--- src/rtl/tt_um_pwm_duty_meter.sv ---
// PWM duty-cycle meter.
// Samples an asynchronous PWM input through a two-flop synchronizer, measures
// period and high time in clk cycles, then converts high/period to a duty code
// in 10 % steps (0..10) with a 4-iteration restoring divider.
// A missing rising edge for 2^CNT_W-1 cycles is reported as a stuck input.
`timescale 1ns/1ps

module tt_um_pwm_duty_meter #(
  parameter int CNT_W = 8
) (
  input  logic             clk,
  input  logic             rst_n,
  input  logic             ui_pwm_in,
  output logic [CNT_W-1:0] uo_period_cnt,
  output logic [CNT_W-1:0] uo_high_cnt,
  output logic [3:0]       uo_duty,
  output logic             uo_valid,
  output logic             uo_stuck
);

  // Remainder needs room for high*10, which is below 16*2^CNT_W.
  localparam int REM_W = CNT_W + 4;
  localparam logic [CNT_W-1:0] CNT_MAX = {CNT_W{1'b1}};
  localparam logic [CNT_W-1:0] CNT_ONE = {{(CNT_W-1){1'b0}}, 1'b1};

  typedef enum logic [1:0] {
    ST_WAIT_FIRST = 2'd0,
    ST_ARMED      = 2'd1,
    ST_DIV        = 2'd2,
    ST_DONE       = 2'd3
  } state_t;

  // One restoring-division step: compare the remainder against the divisor
  // shifted by the current bit position. Returns {quotient_bit, new_remainder}.
  function automatic logic [REM_W:0] div_step(
    input logic [REM_W-1:0] rem,
    input logic [CNT_W-1:0] dvs,
    input logic [1:0]       sh
  );
    logic [REM_W-1:0] shifted;
    shifted = {4'b0000, dvs} << sh;
    if (rem >= shifted) begin
      div_step = {1'b1, rem - shifted};
    end else begin
      div_step = {1'b0, rem};
    end
  endfunction

  logic             sync1_r;
  logic             sync_r;
  logic             prev_r;
  logic             rise_s;
  logic [CNT_W-1:0] per_cnt_r;
  logic [CNT_W-1:0] hi_cnt_r;
  state_t           state_r;
  logic [CNT_W-1:0] divisor_r;
  logic [CNT_W-1:0] high_r;
  logic [REM_W-1:0] rem_r;
  logic [3:0]       quo_r;
  logic [1:0]       iter_r;
  logic [REM_W-1:0] dividend_s;
  logic [REM_W:0]   first_step_s;
  logic [REM_W:0]   iter_step_s;
  logic             timeout_s;

  // Two-flop synchronizer plus one delayed copy for edge detection.
  always_ff @(posedge clk or negedge rst_n) begin
    if (!rst_n) begin
      sync1_r <= 1'b0;
      sync_r  <= 1'b0;
      prev_r  <= 1'b0;
    end else begin
      sync1_r <= ui_pwm_in;
      sync_r  <= sync1_r;
      prev_r  <= sync_r;
    end
  end

  assign rise_s = sync_r & ~prev_r;

  // Period and high-time counters: restart at 1 on every rising edge, saturate at all-ones.
  always_ff @(posedge clk or negedge rst_n) begin
    if (!rst_n) begin
      per_cnt_r <= {CNT_W{1'b0}};
      hi_cnt_r  <= {CNT_W{1'b0}};
    end else if (rise_s) begin
      per_cnt_r <= CNT_ONE;
      hi_cnt_r  <= CNT_ONE;
    end else begin
      if (per_cnt_r != CNT_MAX) begin
        per_cnt_r <= per_cnt_r + CNT_ONE;
      end else begin
        per_cnt_r <= per_cnt_r;
      end
      if (sync_r && (hi_cnt_r != CNT_MAX)) begin
        hi_cnt_r <= hi_cnt_r + CNT_ONE;
      end else begin
        hi_cnt_r <= hi_cnt_r;
      end
    end
  end

  // Divider datapath: the first step runs straight off the live counters so
  // bit 3 is resolved on the same edge that latches the measurement.
  always_comb begin
    dividend_s   = ({4'b0000, hi_cnt_r} << 2'd3) + ({4'b0000, hi_cnt_r} << 2'd1);
    first_step_s = div_step(dividend_s, per_cnt_r, 2'd3);
    iter_step_s  = div_step(rem_r, divisor_r, iter_r);
    if (((state_r == ST_WAIT_FIRST) || (state_r == ST_ARMED)) &&
        (per_cnt_r == CNT_MAX) && !uo_stuck && !rise_s) begin
      timeout_s = 1'b1;
    end else begin
      timeout_s = 1'b0;
    end
  end

  // Measurement FSM: arms on the first edge, latches and divides on the next,
  // publishes results, and reports a stuck input once per stall.
  always_ff @(posedge clk or negedge rst_n) begin
    if (!rst_n) begin
      state_r       <= ST_WAIT_FIRST;
      divisor_r     <= {CNT_W{1'b0}};
      high_r        <= {CNT_W{1'b0}};
      rem_r         <= {REM_W{1'b0}};
      quo_r         <= 4'd0;
      iter_r        <= 2'd0;
      uo_period_cnt <= {CNT_W{1'b0}};
      uo_high_cnt   <= {CNT_W{1'b0}};
      uo_duty       <= 4'd0;
      uo_valid      <= 1'b0;
      uo_stuck      <= 1'b0;
    end else begin
      uo_valid <= 1'b0;
      if (rise_s) begin
        uo_stuck <= 1'b0;
      end else begin
        uo_stuck <= uo_stuck;
      end

      case (state_r)
        ST_WAIT_FIRST: begin
          if (rise_s) begin
            state_r <= ST_ARMED;
          end else if (timeout_s) begin
            uo_stuck      <= 1'b1;
            uo_duty       <= sync_r ? 4'd10 : 4'd0;
            uo_high_cnt   <= {CNT_W{1'b0}};
            uo_period_cnt <= {CNT_W{1'b0}};
            uo_valid      <= 1'b1;
            state_r       <= ST_WAIT_FIRST;
          end else begin
            state_r <= ST_WAIT_FIRST;
          end
        end

        ST_ARMED: begin
          if (rise_s) begin
            divisor_r <= per_cnt_r;
            high_r    <= hi_cnt_r;
            rem_r     <= first_step_s[REM_W-1:0];
            quo_r     <= {first_step_s[REM_W], 3'b000};
            iter_r    <= 2'd2;
            state_r   <= ST_DIV;
          end else if (timeout_s) begin
            uo_stuck      <= 1'b1;
            uo_duty       <= sync_r ? 4'd10 : 4'd0;
            uo_high_cnt   <= {CNT_W{1'b0}};
            uo_period_cnt <= {CNT_W{1'b0}};
            uo_valid      <= 1'b1;
            state_r       <= ST_WAIT_FIRST;
          end else begin
            state_r <= ST_ARMED;
          end
        end

        // Edges arriving here still restart the counters, but the period
        // they close is dropped because no latch happens outside ARMED.
        ST_DIV: begin
          rem_r         <= iter_step_s[REM_W-1:0];
          quo_r[iter_r] <= iter_step_s[REM_W];
          if (iter_r == 2'd0) begin
            state_r <= ST_DONE;
          end else begin
            iter_r  <= iter_r - 2'd1;
            state_r <= ST_DIV;
          end
        end

        ST_DONE: begin
          uo_duty       <= quo_r;
          uo_high_cnt   <= high_r;
          uo_period_cnt <= divisor_r;
          uo_valid      <= 1'b1;
          state_r       <= ST_ARMED;
        end

        default: begin
          state_r <= ST_WAIT_FIRST;
        end
      endcase
    end
  end

endmodule

--- config.mk ---
export PLATFORM = sky130hd
export DESIGN_NAME = tt_um_pwm_duty_meter
export DESIGN_NICKNAME = d
export VERILOG_FILES = /design/src/rtl/tt_um_pwm_duty_meter.sv
export SDC_FILE = /design/constraint.sdc
export NUM_CORES = 1
export LEC_CHECK = 0
export ABC_AREA = 1
export CELL_PAD_IN_SITES_DETAIL_PLACEMENT = 1
export CELL_PAD_IN_SITES_GLOBAL_PLACEMENT = 2
export CORE_MARGIN = 2
export CORE_UTILIZATION = 37
export CTS_BUF_LIST = sky130_fd_sc_hd__clkbuf_4
export DETAILED_ROUTE_END_ITERATION = 6
export PLACE_DENSITY_LB_ADDON = 0.1
export SLEW_MARGIN = 20
export SYNTH_ARGS = -nofsm -noshare
export SYNTH_HDL_FRONTEND = slang
export SYNTH_SLANG_ARGS = --single-unit
--- constraint.sdc ---
create_clock -name clk -period 3.5 [get_ports clk]
set_clock_uncertainty 0.05 [all_clocks]
set_input_delay 0.525 -clock clk [delete_from_list [all_inputs] [get_ports clk]]
set_output_delay 0.525 -clock clk [all_outputs]
set_load 0.05 [all_outputs]
---- Yosys cells after proc, flatten, opt, wreduce, memory -nomap -nowiden ----
Cells that the tools add are included.
word-level totals
  bits in registers ....................... 77
  input port bits ......................... 3
  word-level logic and storage cells ...... 97
  output and inout bits ................... 22
cells by class
  bitwise operators ....................... 2
  add/sub/neg operators ................... 6
  reduce and logical (&&, ||, !) cells .... 20
  shift-type cells ........................ 1
  multiplexer cells ....................... 37
  equality and inequality tests ........... 11
  $lt $le $gt $ge ......................... 4
operators with widths
  operator             count
  $mux 8               6
  $pmux 8 s2           2
  $mux 13              2
  $pmux 12 s2          1
  $add 8x1->8 const B  2
  $mux 4               4
  $ne 8x8->1 const B   2
  $pmux 4 s2           2
  $add 11x9->12        1
  $ge 12x11->1         1
  $ge 12x12->1         1
  $mux 12              1
  $shl 8x2->12         1
  $sub 12x11->12       1
  $sub 12x12->12       1
  $mux 1               11
  $reduce_and 3->1     3
  $eq 8x8->1 const B   1
  $ne 2x2->1 const B   4
  $pmux 2 s4           1
  $reduce_bool 2->1    4
  $mux 2               3
  $logic_and 1x1->1    5
  $bwmux 4             1
  other kinds (16)     20

---- Depth between registers and ports, before layout ----
Gate-level depths: netlist of the first run.
  depth in word-level cells ............... 9
  mapped depth ............................ 22
  depth with buffers taken out ............ 21

---- Worst setup path after synthesis of the first run ----
OpenSTA, ideal clock, no wires.
  path type ............................... flip-flop to flip-flop
  start point ............................. register hi_cnt_r[2]
  end point ............................... register rem_r[10]
  data required time ...................... 3.373 ns
  cell stages (with the launch flop) ...... 20
  buffers on the path ..................... 1
  slack ................................... 0.632 ns
  setup time .............................. 0.077 ns
  clock period less this slack ............ 2.868 ns
  arrival ................................. 2.741 ns
  cells stage by stage .................... dfrtp_1 ha_1 fa_1 nand3_1 nand2_1 nand2_1 nand3_1 nand2_1 inv_1 ha_1 nand2_1 inv_1 a21oi_1 nand2_1 nand2_1 nand2_1 buf_6 o21ai_1 nand2_1 a21oi_1
on the way
  longest elaborated chain between the ends .. 5
  elaborated cells on any way between the ends .. 6
  classes of those cells .................. 2 x add/sub; 1 x order compare; 3 x mux
ends and longest elaborated chain
  element                                         line    text
  start, declared                                 54      logic [CNT_W-1:0] hi_cnt_r;
  start signal, assigned                          85      hi_cnt_r <= {CNT_W{1'b0}};
  start signal, assigned                          96      hi_cnt_r <= hi_cnt_r + CNT_ONE;
  start signal, assigned                          98      hi_cnt_r <= hi_cnt_r;
  $add 11x9->12 *                                 106     dividend_s = ({4'b0000, hi_cnt_r} << 2'd3) + ({4'b0000, hi_cnt_r} << 2'd1);
  $sub 12x11->12 or $ge 12x11->1 (tied branches)  43, 42
  $mux 13 *                                       42      if (rem >= shifted) begin
  $mux 12 *                                       157     if (rise_s) begin
  $pmux 12 s2 *                                   140     case (state_r)
  end signal, assigned                            124     rem_r <= {REM_W{1'b0}};
  end signal, assigned                            160     rem_r <= first_step_s[REM_W-1:0];
  end signal, assigned                            179     rem_r <= iter_step_s[REM_W-1:0];
  end, declared                                   58      logic [REM_W-1:0] rem_r;
Mark *: on every way between the ends. The rest lies on a longest branch, timed or not. The select of a mux whose other input is x is not followed.
A chain may end at the register's enable or synchronous reset.

---- Worst setup path in the final report of the first run ----
  start point ............................. register hi_cnt_r[0]
  end point ............................... register rem_r[6]
The elaborated chain is that of the path after synthesis.

==> qor.yml, run 1 <==
outcome: "finished, final reports clean"
dp_cells: 875
power_leakage_nw: 2.94
syn_avg_cell_area_um2: 7.34
cts_tree: "yes"
ir_drop_uv: 300
grt_max_degree: 78
ctsRootBufferMaster: "clkbuf_4"
drive_gt1_share_pct: 6.57
reg2reg_to: "rem_r[6]"
start_util_pct: 37.8
chipHeight_um: 120
hold_viol_final: 0
seqPwrFrac_pct: 26.5
syn_nets: 720
viasPerCell: 4.94
setup-tns-final_ns: 0
rr_worst_depth: 20
antenna_left: 0
core-area_mm2: 0.0132
crit_type: "flip-flop to flip-flop"
drv_cap: 0
clk_pin_slew_ns: 0.14
max_stage_delay_ns: 0.45
overflow: 0
die_x_um: 120
wirelength_um: 13600
rsz0062_at_grt: "false"
final-seq-area_mm2: 0.00193
area_delta_synth_final_pct: 11.3
antenna_found_initial: 1
multi_input_area_mm2: 0.00267
clk_latency_ns: 0.47
wl_per_cell_um: 15.2
clock_sinks: 77
hold_buffers: 0
drt_iter0_drc: 204
htreeDepth: 3
port_buffers: 24
period_needed_ns: 3.19
ios: 25
grt_pass1_wl_um: 23100
max_slew.worst_pin.slew_ns: 0.991
layout_commonest_cell: "nand2_1"
grt_usage_pct: 20.3
pwr-share-comb_pct: 62.0
hp-class: "primary input to async pin"
clockPowerShare_pct: 11.5
synthTopCellsByArea: "dfrtp_1 39%, nand2_1 19%, ha_1 8.0%, inv_1 5.9%, nand3_1 5.4%"
ys_seq_elements: 77
drc: 0
p_switching_mw: 2.53
endpoint: "rem_r[6]"
synthesis.area_mm2: 0.00500
start_kind: "flip-flop"
max_freq_mhz: 314
fin_cells: 892
setup_viol: 0
critPathCaptureType: "flip-flop"
synth_top_area_share_pct: 38.5
yosys_warnings: 0
fillers: 1697
mostFrequentLayoutCells: "247 x nand2_1, 78 x inv_1, 77 x dfrtp_1"
yosys.area.top_type: "dfrtp_1"
dr.pass1.iters: 4
path_cells: "ha_1, fa_1, nand3_1, nand2_1, nand2_1, nand3_1, nand2_1, inv_1, ha_1, nand2_1, inv_1, a21oi_1, nand2_1, nand2_1, nand2_4, inv_2, nand2_1, o21ai_0, nand3_1, nand2_1"
rrSetupSlack_ns: 0.31
clockBufferDepth: 2
finalMaxSlewViolations: 0
hpwlAfterDp_um: 10700
critPathLaunch: "hi_cnt_r[0]"
rows: 42
path_max_fanout: 11
yosysSeqAreaShare_pct: 38.5
syn_inst: 682
cp_slowest_cell: "dfrtp_1"
arrival_ns: 3.54
numCtsBuffers: 9
vias: 4404
layout.nets: 748
p_per_area_mw_per_mm2: 892
timing.rr.start: "hi_cnt_r[0]"
p_int_mw: 2.44
die_area_mm2: 0.0145
gp_congestion: 0.816
slew_headroom_pct: 33.9
crit_top_cell: "nand2_1"
ys_types: 47
grt_pass1_vias: 4586
cp_data_required_time_ns: 3.85
period_share_pct: 91.1
switching_share_pct: 50.9
==> how the worst min path moves through the flow <==
stage | slack, ns | to | startpoint
final | 0.13 | uo_period_cnt[0] | rst_n
after global routing | 0.18 | uo_valid | rst_n
after CTS | 0.18 | uo_valid | rst_n
after detailed placement | 0.30 | sync_r | sync1_r
after global placement | 0.29 | sync_r | sync1_r
after floorplan | 0.18 | async pin | rst_n
==> cells by family (layout without fill, tap and decap cells) <==
logic type / Yosys count / count (layout) / share of synthesized area (%)
AO/OA/AOI/OAI: 83 / 83 / 9.43
AND/OR/NAND/NOR: 375 / 375 / 32.1
adder cells (fa/ha/maj): 35 / 35 / 9.20
buffers and inverters: 98 / 131 / 8.28
XOR/XNOR: 13 / 13 / 2.28
multiplexers: 1 / 1 / 0.200
other: 0 / 1 / 0
flip-flops: 77 / 77 / 38.5
==> power groups by stage <==
stage / clock [mW] / combinational [mW] / sequential, mW
2_1_floorplan: 0 / 2.14 / 1.49
3_3_place_gp: 0 / 3.01 / 1.33
3_5_place_dp: 0 / 3.08 / 1.34
4_1_cts: 0.587 / 3.10 / 1.32
5_1_grt: 0.629 / 3.53 / 1.35
6_report: 0.569 / 3.08 / 1.32
==> critical path: cells and delay by family, from the launching register on <==
kind / cells / cell delay, ns
flip-flops: 1 / 0.45
buffers and inverters: 3 / 0.20
AO/OA/AOI/OAI: 2 / 0.26
adder cells (fa/ha/maj): 3 / 0.97
AND/OR/NAND/NOR: 12 / 1.19
==> registers in the layout, indices dropped and copies added, names as in the netlist, 4 cells and up, named ones only <==
| register | flops |
|---|---|
| hi_cnt_r | 8 |
| divisor_r | 8 |
| uo_duty | 4 |
| uo_high_cnt | 8 |
| quo_r | 4 |
| high_r | 8 |
| uo_period_cnt | 8 |
| rem_r | 12 |
| per_cnt_r | 8 |
==> layout make-up <==
class                      count  share of cell area (%)
sequential                    77                    34.6
tap                          176                    3.96
timing repair buffer          32                    5.35
clock inverter                 7                    1.28
multi-input combinational    507                    48.0
inverter                      83                    5.60
clock buffer                   9                    1.21
antenna                        1                  0.0449
==> through the flow <==
stage / total power, mW / util, % / setup slack (ns) / area, µm² / hold slack, ns
after global placement: 4.34 / 40.9 / 0.316 / 5420 / 0.285
after floorplan: 3.63 / - / 0.632 / 5000 / 0.179
after detailed placement: 4.41 / 40.9 / 0.157 / 5420 / 0.304
after global routing: 5.51 / 42.0 / 0.0341 / 5570 / 0.178
final: 4.96 / 42.0 / 0.311 / 5570 / 0.129
after CTS: 5.00 / 42.0 / 0.133 / 5560 / 0.177
==> synthesized netlist by cell type (all sizes together) <==
cell,instances
a211oi,4
a21boi,1
a21o,1
a21oi,27
a22oi,1
a31oi,2
and2,1
buf,7
clkbuf,8
clkinv,2
dfrtp,77
fa,3
ha,32
inv,81
mux2i,1
nand2,255
nand3,55
nand3b,3
nand4,10
nor2,39
nor3,6
o211a,2
o211ai,1
o21a,1
o21ai,40
o21bai,1
o22ai,1
o31ai,1
or2,6
xnor2,9
xor2,4
==> metal layers <==
layer / GRT usage (%) / up-vias / wire (µm)
met5: 0 / - / 0
met4: 6.69 / 0 / 303
met3: 3.87 / 21 / 287
met2: 34.7 / 40 / 6640
met1: 25.9 / 2096 / 6360
li1: - / 2247 / -
==> repair_timing <==
item / CTS / global route
gates resized for setup: 0 / 3
hold endpoints to repair: 0 / 0
buffers inserted: 0 / 0
setup endpoints to repair: 0 / 9
No activity file was read; power rests on OpenSTA's default activity.
==> run 2, diff against run 1 <==
- CORE_MARGIN: 2 -> 5
==> qor.yml, run 2 (synthesis results as in run 1) <==
drt_iter0_drc: 218
port_buffers: 24
critPathCaptureType: "flip-flop"
final-seq-area_mm2: 0.00193
chipHeight_um: 126
largest_reg_flops: 12
cts_tree: "yes"
p_per_area_mw_per_mm2: 884
dr.pass1.iters: 4
path_cells: "ha_1, fa_1, nand3_1, nand2_1, nand2_1, nand3_1, nand2_1, inv_1, ha_1, nand2_1, inv_1, a21oi_1, nand2_1, nand2_2, nand2_4, inv_2, nand2_1, o21ai_0, nand3_1, nand2_1"
ios: 25
grt_pass1_wl_um: 22800
hold_viol_final: 0
max_slew.worst_pin.slew_ns: 0.727
hold_ws_ns: 0.0205
overflow: 0
antenna_left: 0
outcome: "finished, final reports clean"
grt_usage_pct: 17.7
die_x_um: 126
setup_viol: 0
drc: 0
ir_drop_uv: 279
cp_data_required_time_ns: 3.83
start_util_pct: 37.8
clk_latency_ns: 0.45
layout.nets: 748
numCtsBuffers: 9
die_area_mm2: 0.0159
power_leakage_nw: 2.94
antenna_found_initial: 1
path_max_fanout: 11
drv_cap: 0
regMostFlops: "rem_r"
mostFrequentLayoutCells: "246 x nand2_1, 78 x inv_1, 77 x dfrtp_1"
start_kind: "flip-flop"
crit_type: "flip-flop to flip-flop"
grt_pass1_vias: 4547
cp_slowest_cell: "dfrtp_1"
grt_max_degree: 78
crit_top_cell: "nand2_1"
max_stage_delay_ns: 0.44
hpwlAfterDp_um: 10800
period_share_pct: 89.5
area_delta_synth_final_pct: 11.2
wirelength_um: 13500
fillers: 1732
clk_pin_slew_ns: 0.14
clock_sinks: 77
core-area_mm2: 0.0132
rsz0062_at_grt: "false"
wl_per_cell_um: 15.1
htreeDepth: 3
finalMaxSlewViolations: 0
clockBufferDepth: 2
gp_congestion: 0.841
hold_buffers: 0
arrival_ns: 3.46
rrSetupSlack_ns: 0.37
max_freq_mhz: 319
multi_input_area_mm2: 0.00268
drive_gt1_share_pct: 7.13
setup-tns-final_ns: 0
hp-class: "primary input to async pin"
slew_headroom_pct: 51.6
rows: 42
ctsRootBufferMaster: "clkbuf_4"
period_needed_ns: 3.13
layout_commonest_cell: "nand2_1"
vias: 4393
viasPerCell: 4.92
[run 2: cell types whose count changed in the layout (fill, tap and decap cells not counted), sizes merged]
| cell | delta |
|---|---|
| clkinvlp | +1 |
| bufinv | -1 |
| clkbuf | +1 |
| inv | -1 |
[run 2: power breakdown]
group / switching, mW / internal, mW / leakage, nW
Combinational: 1.98 / 1.11 / 1.86
Sequential: 0.197 / 1.12 / 1.01
Clock: 0.350 / 0.159 / 0.0634
Total: 2.53 / 2.39 / 2.94
[run 2: layer usage]
metal / GRT usage [%] / routed length [µm] / vias to the layer above
li1: - / - / 2237
met1: 23.6 / 6490 / 2097
met2: 29.5 / 6390 / 40
met3: 2.44 / 278 / 19
met4: 6.44 / 317 / 0
met5: 0 / 0 / -
[run 2: through the flow]
| step | power, mW | std cells | worst slack [ns] | utilization (%) | instance area (µm²) |
|---|---|---|---|---|---|
| floorplan | 3.63 | 682 | 0.632 | - | 5000 |
| global placement | 4.36 | 874 | 0.273 | 40.9 | 5410 |
| detailed placement | 4.42 | 874 | 0.138 | 40.9 | 5410 |
| CTS | 4.95 | 890 | 0.104 | 41.8 | 5530 |
| global route | 5.45 | 892 | 0.0125 | 42.0 | 5560 |
| finish | 4.92 | 892 | 0.369 | 42.0 | 5560 |
[run 2: cell type report]
class	instances	area share (%)
Timing Repair Buffer	32	5.42
Clock inverter	6	0.832
Multi-Input combinational cell	507	48.2
Inverter	83	5.60
Antenna cell	1	0.0450
Clock buffer	10	1.35
Sequential cell	77	34.6
Tap cell	176	3.96
[run 2: worst max-delay path, delay by kind of cell (launching register included)]
family          cells  cell delay, ns
compound gates      2            0.24
fa+ha+maj           3            0.97
buf+inv             3            0.20
flops               1            0.44
simple gates       12            1.16
[run 2: final timing paths]
kind                              from           to  depth (start not counted)
setup / recovery           hi_cnt_r[0]     rem_r[6]                         20
hold reg to reg                sync1_r       sync_r                          0
hold / removal                   rst_n     uo_valid                          1
min in group clk               sync1_r       sync_r                          0
setup reg to reg           hi_cnt_r[0]     rem_r[6]                         20
max in group asynchronous        rst_n  hi_cnt_r[1]                          1
[run 2: timing repair]
item / CTS / global route
endpoints found under the setup margin: 0 / 10
gates resized for setup: 0 / 5
buffers inserted: 0 / 1
==> run 3, diff against run 2 <==
- CTS_CLUSTER_SIZE: unset -> 10
==> results of run 3 <==
Final layout, timing and power as in run 2 (identical DEF).
